$ cat config.mk
export PLATFORM = sky130hd
export DESIGN_NAME = alu_arbiter
export DESIGN_NICKNAME = d
export VERILOG_FILES = /design/src/rtl/alu_arbiter_pkg.sv /design/src/rtl/alu_arbiter_alu_core.sv /design/src/rtl/alu_arbiter.sv
export SDC_FILE = /design/constraint.sdc
export NUM_CORES = 1
export LEC_CHECK = 0
export ABC_AREA = 1
export CAP_MARGIN = 20
export CORE_MARGIN = 2
export CORE_UTILIZATION = 50
export DETAILED_ROUTE_END_ITERATION = 8
export MAX_ROUTING_LAYER = met4
export PLACE_DENSITY_LB_ADDON = 0.1
export SLEW_MARGIN = 5
export SYNTH_ARGS = -nofsm -noshare
export SYNTH_HDL_FRONTEND = slang
export SYNTH_SLANG_ARGS = --single-unit
$ cat constraint.sdc
create_clock -name clk -period 15.85 [get_ports clk]
set_clock_uncertainty 0.05 [all_clocks]
set_input_delay 3.17 -clock clk [delete_from_list [all_inputs] [get_ports clk]]
set_output_delay 3.17 -clock clk [all_outputs]
set_load 0.02 [all_outputs]
$ cat src/rtl/alu_arbiter_pkg.sv
// Shared constants for the two-requester ALU arbiter: data/op widths,
// opcode encodings and FSM state encodings.
package alu_arbiter_pkg;

    localparam int DATA_W = 8;
    localparam int OP_W   = 3;

    localparam logic [OP_W-1:0] OP_ADD = 3'b000;
    localparam logic [OP_W-1:0] OP_SUB = 3'b001;
    localparam logic [OP_W-1:0] OP_MUL = 3'b010;
    localparam logic [OP_W-1:0] OP_DIV = 3'b011;
    localparam logic [OP_W-1:0] OP_AND = 3'b100;
    localparam logic [OP_W-1:0] OP_OR  = 3'b101;
    localparam logic [OP_W-1:0] OP_NOT = 3'b110;
    localparam logic [OP_W-1:0] OP_XOR = 3'b111;

    typedef enum logic [1:0] {
        ST_IDLE = 2'b00,
        ST_EXEC = 2'b01,
        ST_RESP = 2'b10
    } state_t;

endpackage

$ cat src/rtl/alu_arbiter_alu_core.sv
// Purely combinational 8-bit ALU. All arithmetic wraps modulo 2^8;
// division by zero returns all-ones and raises dz.
module alu_core
    import alu_arbiter_pkg::*;
(
    input  logic [OP_W-1:0]   op,
    input  logic [DATA_W-1:0] a,
    input  logic [DATA_W-1:0] b,
    output logic [DATA_W-1:0] y,
    output logic              dz
);

    // Opcode decode and result selection
    always_comb begin
        y  = 8'h00;
        dz = 1'b0;
        case (op)
            OP_ADD: y = a + b;
            OP_SUB: y = a - b;
            OP_MUL: y = a * b;
            OP_DIV: begin
                if (b == 8'h00) begin
                    y  = 8'hFF;
                    dz = 1'b1;
                end else begin
                    y  = a / b;
                    dz = 1'b0;
                end
            end
            OP_AND: y = a & b;
            OP_OR:  y = a | b;
            OP_NOT: y = ~a;
            OP_XOR: y = a ^ b;
            default: begin
                y  = 8'h00;
                dz = 1'b0;
            end
        endcase
    end

endmodule

$ cat src/rtl/alu_arbiter.sv
// Two-requester ALU front end: arbitrate in IDLE, evaluate in EXEC, hold the
// registered result in RESP until the consumer takes it.
// Optional build macro ALU_ARB_ROUND_ROBIN_EN: when both requesters are
// valid, grant the one not granted last (default build: requester 0 wins).
module alu_arbiter
    import alu_arbiter_pkg::*;
(
    input  logic              clk,
    input  logic              rst,
    input  logic              req0_valid,
    input  logic [OP_W-1:0]   req0_op,
    input  logic [DATA_W-1:0] req0_a,
    input  logic [DATA_W-1:0] req0_b,
    output logic              req0_ready,
    input  logic              req1_valid,
    input  logic [OP_W-1:0]   req1_op,
    input  logic [DATA_W-1:0] req1_a,
    input  logic [DATA_W-1:0] req1_b,
    output logic              req1_ready,
    output logic              rsp_valid,
    input  logic              rsp_ready,
    output logic              rsp_id,
    output logic [DATA_W-1:0] rsp_y,
    output logic              rsp_dz,
    output logic              busy
);

    state_t              r_state;
    state_t              w_state_nxt;
    logic                w_accept;
    logic                w_grant_id;
    logic [OP_W-1:0]     r_op;
    logic [DATA_W-1:0]   r_a;
    logic [DATA_W-1:0]   r_b;
    logic                r_id;
    logic [DATA_W-1:0]   r_rsp_y;
    logic                r_rsp_dz;
    logic                r_rsp_id;
    logic [DATA_W-1:0]   w_alu_y;
    logic                w_alu_dz;
`ifdef ALU_ARB_ROUND_ROBIN_EN
    logic                r_last_grant;
`endif

    alu_core u_alu_core (
        .op (r_op),
        .a  (r_a),
        .b  (r_b),
        .y  (w_alu_y),
        .dz (w_alu_dz)
    );

    // Pick which requester would win if a grant happens this cycle
    always_comb begin
        w_grant_id = 1'b0;
        if (req0_valid && req1_valid) begin
`ifdef ALU_ARB_ROUND_ROBIN_EN
            w_grant_id = ~r_last_grant;
`else
            w_grant_id = 1'b0;
`endif
        end else if (req1_valid) begin
            w_grant_id = 1'b1;
        end else begin
            w_grant_id = 1'b0;
        end
    end

    // Next-state logic and the single-cycle ready pulse to the granted requester
    always_comb begin
        w_state_nxt = r_state;
        w_accept    = 1'b0;
        req0_ready  = 1'b0;
        req1_ready  = 1'b0;
        case (r_state)
            ST_IDLE: begin
                if (!rst && (req0_valid || req1_valid)) begin
                    w_state_nxt = ST_EXEC;
                    w_accept    = 1'b1;
                    req0_ready  = ~w_grant_id;
                    req1_ready  = w_grant_id;
                end else begin
                    w_state_nxt = ST_IDLE;
                end
            end
            ST_EXEC: w_state_nxt = ST_RESP;
            ST_RESP: begin
                if (rsp_ready) begin
                    w_state_nxt = ST_IDLE;
                end else begin
                    w_state_nxt = ST_RESP;
                end
            end
            default: w_state_nxt = ST_IDLE;
        endcase
    end

    // State register, operand capture on grant, result capture in EXEC
    always_ff @(posedge clk) begin
        if (rst) begin
            r_state  <= ST_IDLE;
            r_op     <= 3'b000;
            r_a      <= 8'h00;
            r_b      <= 8'h00;
            r_id     <= 1'b0;
            r_rsp_y  <= 8'h00;
            r_rsp_dz <= 1'b0;
            r_rsp_id <= 1'b0;
`ifdef ALU_ARB_ROUND_ROBIN_EN
            r_last_grant <= 1'b1;
`endif
        end else begin
            r_state <= w_state_nxt;
            if (w_accept) begin
                r_op <= w_grant_id ? req1_op : req0_op;
                r_a  <= w_grant_id ? req1_a  : req0_a;
                r_b  <= w_grant_id ? req1_b  : req0_b;
                r_id <= w_grant_id;
`ifdef ALU_ARB_ROUND_ROBIN_EN
                r_last_grant <= w_grant_id;
`endif
            end
            if (r_state == ST_EXEC) begin
                r_rsp_y  <= w_alu_y;
                r_rsp_dz <= w_alu_dz;
                r_rsp_id <= r_id;
            end
        end
    end

    assign rsp_valid = (r_state == ST_RESP);
    assign busy      = (r_state != ST_IDLE);
    assign rsp_y     = r_rsp_y;
    assign rsp_dz    = r_rsp_dz;
    assign rsp_id    = r_rsp_id;

endmodule
==> run summary, run 1 <==
status: finished, final reports clean
CTS max path bufs: 2
die height: 104.7 um
dpl hpwl: 12920 um
total core area: 9819 sq um
Total Die Area: 10960 sq um
Fin. Hold Viols: 0
Worst setup startpoint: r_b[0]
fin area: 5854 sq um
number of detailed-route iterations in the first pass: 5
antenna violations before repair: 0
first-pass GRT wire length: 25940 um
Ys Warns: 0
CTS HTree Levels: 2
drt drc: 0
most common cell after layout, fill and taps aside: nand2_1
layout net count: 951
Startpoint Class: register
most frequent cells in the layout: 179 x nand2_1, 125 x inv_1, 79 x ha_1
largest stage delay on the critical path: 0.60 ns
HP Start: rsp_y[0]
Die Wd: 104.7 um
number of global-route vias before repair: 5187
Vias/cell: 5.539
final WL: 16100 um
sequential area share after synthesis: 12.63%
hold path endpoint: rsp_y[0]
RSZ-0062 raised after global routing: no
R2R Path End: rsp_y[0]
Min Clock Period, post-route: 9.696 ns
Syn Std Cell Area: 5071 sq um
Max Cap Violations: 0
Setup Total Neg Slack: 0 ns
Syn Inst Count: 766
postcts setup bufs: 0
worst-path fanout max: 11
Hold Crit Class: register to register
syn nets: 901
Final period util: 61.17%
Worst path slowest cell: dfxtp_1
Setup Crit Path Kind: register to register
Synth cell types: 44
crit path DAT: 9.86 ns
#FFs+latches synth: 32
P&R area growth vs syn: 15.45%
Num CTS Buffers: 5
required time of the critical path: 16.01 ns
CTS clk-pin slew, worst paths: 0.08 ns
FF-to-FF path depth: 64
largest net degree at the start of global routing: 24
cell mode on critical path: nand2_1
I/O pin count: 57
Root Driver: clkbuf_8
drt first-iter violations: 344
Clock Sinks: 32
Via Count: 5262
Resized cells post-CTS: 0
PortBufs: 56
wire length per cell after detailed routing: 16.95 um
Synth area leader: ha_1
Placed Area: 5743 sq um
GPL Wtd Cong: 1.058
share of the synthesized area in the top cell type: 19.49%
fmax: 103.1 MHz
share of cells above drive strength 1: 8.813%
Clock Latency Late Sink: 0.29 ns
total congestion overflow: 0
Rel. slew slack: 40.35%
CTS tree: done
Final setup viols: 0
GRT Util Overall: 30.59%
# rows: 36
Initial Util: 51.64%
hold slack: 0.4185 ns
number of antenna diodes: 0
FF-to-FF setup slack: 6.15 ns
Pins Over Slew Limit: 0
Worst Setup End Kind: register
slew of the pin with the lowest slew margin: 0.8926 ns
syn avg cell area: 6.620 sq um
top cells by area, synth: ha_1 19%, nand2_1 13%, dfxtp_1 13%, inv_1 9.3%, fa_1 5.1%
antenna viol nets, final: 0
hold_buf cts: 0
origin of the critical flop-to-flop path: r_b[0]
WHS Path Cells: 2
[registers in the layout, indices dropped and copies added, names as in the netlist]
| name | cells |
|---|---|
| r_a | 8 |
| r_b | 8 |
| r_id | 1 |
| r_op | 3 |
| r_state | 2 |
| rsp_dz | 1 |
| rsp_id | 1 |
| rsp_y | 8 |
[final cells by class]
type	instances	area, sq um
well taps	133	166.4
multi-input cells	581	3842
inverters	138	518.0
flip-flops and latches	32	640.6
repair buffers	58	575.6
clock buffers	5	68.82
fillers	987	3965
clock inverters	3	42.54
[worst max path at each step]
| stage | end | slack [ns] | cells past startpoint |
|---|---|---|---|
| 2_1_floorplan | rsp_y[0] | 7.48 | 64 |
| 3_3_place_gp | rsp_y[0] | 6.83 | 64 |
| 3_5_place_dp | rsp_y[0] | 6.30 | 66 |
| 4_1_cts | rsp_y[0] | 6.28 | 66 |
| 5_1_grt | rsp_y[0] | 5.26 | 65 |
| 6_report | rsp_y[0] | 6.15 | 64 |
[through the flow]
step / instances / utilization, % / worst slack, ns
3_3_place_gp: 942 / 58.49 / 6.834
3_5_place_dp: 942 / 58.49 / 6.303
5_1_grt: 950 / 59.62 / 5.262
2_1_floorplan: 766 / - / 7.480
6_report: 950 / 59.62 / 6.154
4_1_cts: 950 / 59.62 / 6.278
[worst max-delay path, delay by kind of cell, from the launching register on]
kind	cells	cell delay, ns
AO/OA/AOI/OAI	9	1.63
XOR/XNOR	1	0.17
adder cells (fa/ha/maj)	8	2.52
flip-flops	1	0.60
AND/OR/NAND/NOR	37	3.80
buffers and inverters	9	0.84
[cells by family (layout without fill, tap and decap cells)]
| kind of cell | after synthesis | count (layout) | share of synthesized area, % |
|---|---|---|---|
| buf+inv | 153 | 204 | 11.60 |
| xor+xnor | 26 | 26 | 4.491 |
| compound gates | 133 | 133 | 14.73 |
| fa+ha+maj | 92 | 92 | 24.62 |
| mux | 17 | 17 | 3.775 |
| flops | 32 | 32 | 12.63 |
| simple gates | 313 | 313 | 28.15 |
[layer usage]
layer | up-vias | wire length [um] | global-route usage (%)
li1 | 2583 | - | -
met1 | 2462 | 6673 | 36.39
met2 | 177 | 7956 | 53.13
met3 | 40 | 916 | 4.242
met4 | 0 | 553 | 10.29
met5 | - | 0 | -
[cell usage after synthesis, drive strengths merged]
library cell / count
ha: 79
a21o: 4
xnor2: 5
dfxtp: 32
a21oi: 40
o21ai: 64
nor2: 37
nor3: 11
clkbuf: 11
o31ai: 2
xor2: 21
nand2: 187
nand3b: 1
mux2: 17
o211ai: 3
a22oi: 2
nand4: 6
and2: 8
o2111ai: 3
fa: 13
a31oi: 3
o221ai: 1
buf: 4
a211oi: 1
o21a: 3
o21bai: 2
o22ai: 4
inv: 138
and3: 1
or2: 8
a221oi: 1
nand3: 54
Power of run 1 is not shown: default switching activity piles up to over one toggle a cycle in this logic, so the estimate is an artifact.
==> run 2: changes to the inputs <==
Clock period 15.85 ns to 9.4 ns, I/O delays scaled along.
==> run 2 against run 1 <==
  * Non-clock buffer count rose by 7
  * Register-to-register slack worse by 5.4 ns
  * Routed wire length down 2.2%
  * Critical path depth down 1
  * Die area did not move
  * First-iteration DRC count up 0.29%
  * Maximum frequency rose by 12%
  * Sequential cell count unchanged
  * Cell count rose by 0.74%
  * Core utilization up 1.7 points
  * Clock-buffer cell count up 1
  * Setup slack worse by 5.4 ns
  * Critical path type unchanged
  * Highest routed layer unchanged
==> run summary, run 2 (synthesis gave the netlist of run 1 again) <==
share of cells above drive strength 1: 11.65% (+2.8 points)
worst-path fanout max: 8 (-3)
FF-to-FF setup slack: 0.76 ns (-5.39 ns)
fmax: 115.7 MHz (+12%)
WHS Path Cells: 2 (unchanged)
CTS tree: done
final WL: 15750 um (-2.2%)
multi-input logic area: 3950 sq um (+2.8%)
CP top delay family: simple AND/OR/NAND/NOR gates
drt drc: 0 (unchanged)
first-pass GRT wire length: 25250 um (-2.6%)
drt first-iter violations: 345 (+0.29%)
I/O pin count: 57 (unchanged)
slew of the pin with the lowest slew margin: 0.8886 ns (-0.004038 ns)
# rows: 36 (unchanged)
non-filler cells, final: 957 (+0.74%)
Pins Over Slew Limit: 0 (unchanged)
P&R area growth vs syn: 18.65%
Worst path slowest cell: dfxtp_2
fill count: 969 (-1.8%)
number of antenna diodes: 0 (unchanged)
layout net count: 958 (+0.74%)
origin of the critical flop-to-flop path: r_a[7]
largest net degree at the start of global routing: 24 (unchanged)
Root Driver: clkbuf_8
GRT Util Overall: 29.48% (-1.1 points)
hold_buf cts: 0 (unchanged)
Via Count: 5237 (-0.48%)
R2R Path End: rsp_y[0]
crit path DAT: 8.81 ns (-1.05 ns)
PortBufs: 56 (unchanged)
cell mode on critical path: nand2_1
most frequent cells in the layout: 178 x nand2_1, 124 x inv_1, 75 x ha_1
Max Cap Violations: 0 (unchanged)
Fin. Hold Viols: 0 (unchanged)
Vias/cell: 5.472 (-1.2%)
Num CTS Buffers: 5 (unchanged)
die height: 104.7 um (unchanged)
number of detailed-route iterations in the first pass: 6 (+1)
required time of the critical path: 9.57 ns (-6.44 ns)
most common cell after layout, fill and taps aside: nand2_1
Clock Latency Late Sink: 0.29 ns (about the same)
Setup Crit Path Kind: register to register
Final period util: 91.92% (+31 points)
antenna violations before repair: 0 (unchanged)
Final setup viols: 0 (unchanged)
Die Wd: 104.7 um (unchanged)
status: finished, final reports clean
number of global-route vias before repair: 5120 (-1.3%)
total congestion overflow: 0 (unchanged)
FF+latch area: 641.9 sq um (+0.20%)
Clock Sinks: 32 (unchanged)
CTS HTree Levels: 2 (unchanged)
Setup Total Neg Slack: 0 ns (unchanged)
antenna viol nets, final: 0 (unchanged)
Total Die Area: 10960 sq um (unchanged)
FF-to-FF path depth: 63 (-1.6%)
total core area: 9819 sq um (unchanged)
largest stage delay on the critical path: 0.36 ns (-0.24 ns)
CTS clk-pin slew, worst paths: 0.07 ns (about the same)
hold path endpoint: rsp_id
Min Clock Period, post-route: 8.641 ns (-1.055 ns)
worst path buffer plus inverter count: 8 (-1)
wire length per cell after detailed routing: 16.45 um (-2.9%)
CTS max path bufs: 2 (unchanged)
dpl cells: 949 (+0.74%)
GPL Wtd Cong: 0.9587 (-9.4%)
Rel. slew slack: 40.62% (+0.27 points)
Initial Util: 51.64% (unchanged)
dpl hpwl: 12400 um (-4.0%)
Worst Setup End Kind: register
HP Start: r_id
Startpoint Class: register
Hold Crit Class: register to register
==> run 2: worst max path at each step <==
stage                 from  endpoint  slack, ns  depth (start not counted)
detailed placement  r_a[7]  rsp_y[0]       0.38                         65
floorplan           r_b[0]  rsp_y[0]       1.03                         64
global route        r_b[0]  rsp_y[0]      -0.07                         66
finish              r_a[7]  rsp_y[0]       0.76                         63
global placement    r_a[7]  rsp_y[0]       0.78                         65
CTS                 r_a[7]  rsp_y[0]       0.33                         63
==> run 2: what timing repair did <==
item                                    in CTS  in global routing
endpoints found under the hold margin        0                  0
resized for setup                            0                 27
buffers inserted                             0                  0
endpoints found under the setup margin       0                  2
==> run 2: stage by stage <==
stage               setup WS (ns)  utilization [%]  instance area, sq um  hold slack [ns]
floorplan                   1.030                -                  5071           0.3799
global placement           0.7817            59.02                  5796           0.4008
detailed placement         0.3834            59.02                  5796           0.4073
CTS                        0.3320            60.12                  5903           0.4173
global route             -0.06868            61.28                  6017           0.4390
finish                     0.7594            61.28                  6017           0.4136
==> run 2: tightest hold or removal path: cells and delay by family, from the launching register on <==
kind            cells  cell delay [ns]
flops               1             0.30
compound gates      1             0.06
buf+inv             1             0.06
==> run 2: routing by layer <==
layer | GRT usage, % | wire length, um | vias to the layer above
li1 | - | - | 2607
met1 | 34.60 | 6635 | 2418
met2 | 52.24 | 7821 | 177
met3 | 3.743 | 807 | 35
met4 | 9.524 | 482 | 0
met5 | - | 0 | -
==> run 2: final cells by class <==
cell class	instances	area share (%)
tap	133	2.766
multi-input combinational	581	65.65
clock inverter	2	0.5822
timing repair buffer	65	10.44
inverter	138	8.692
sequential	32	10.67
clock buffer	6	1.206
Power of run 2 is left out for the same reason.
==> run 3: changes to the inputs <==
Settings changed: TNS_END_PERCENT set to 10.
==> results of run 3 <==
Same layout as run 2: the final DEF is identical, and so are final timing and power.
Power of run 3 is left out for the same reason.
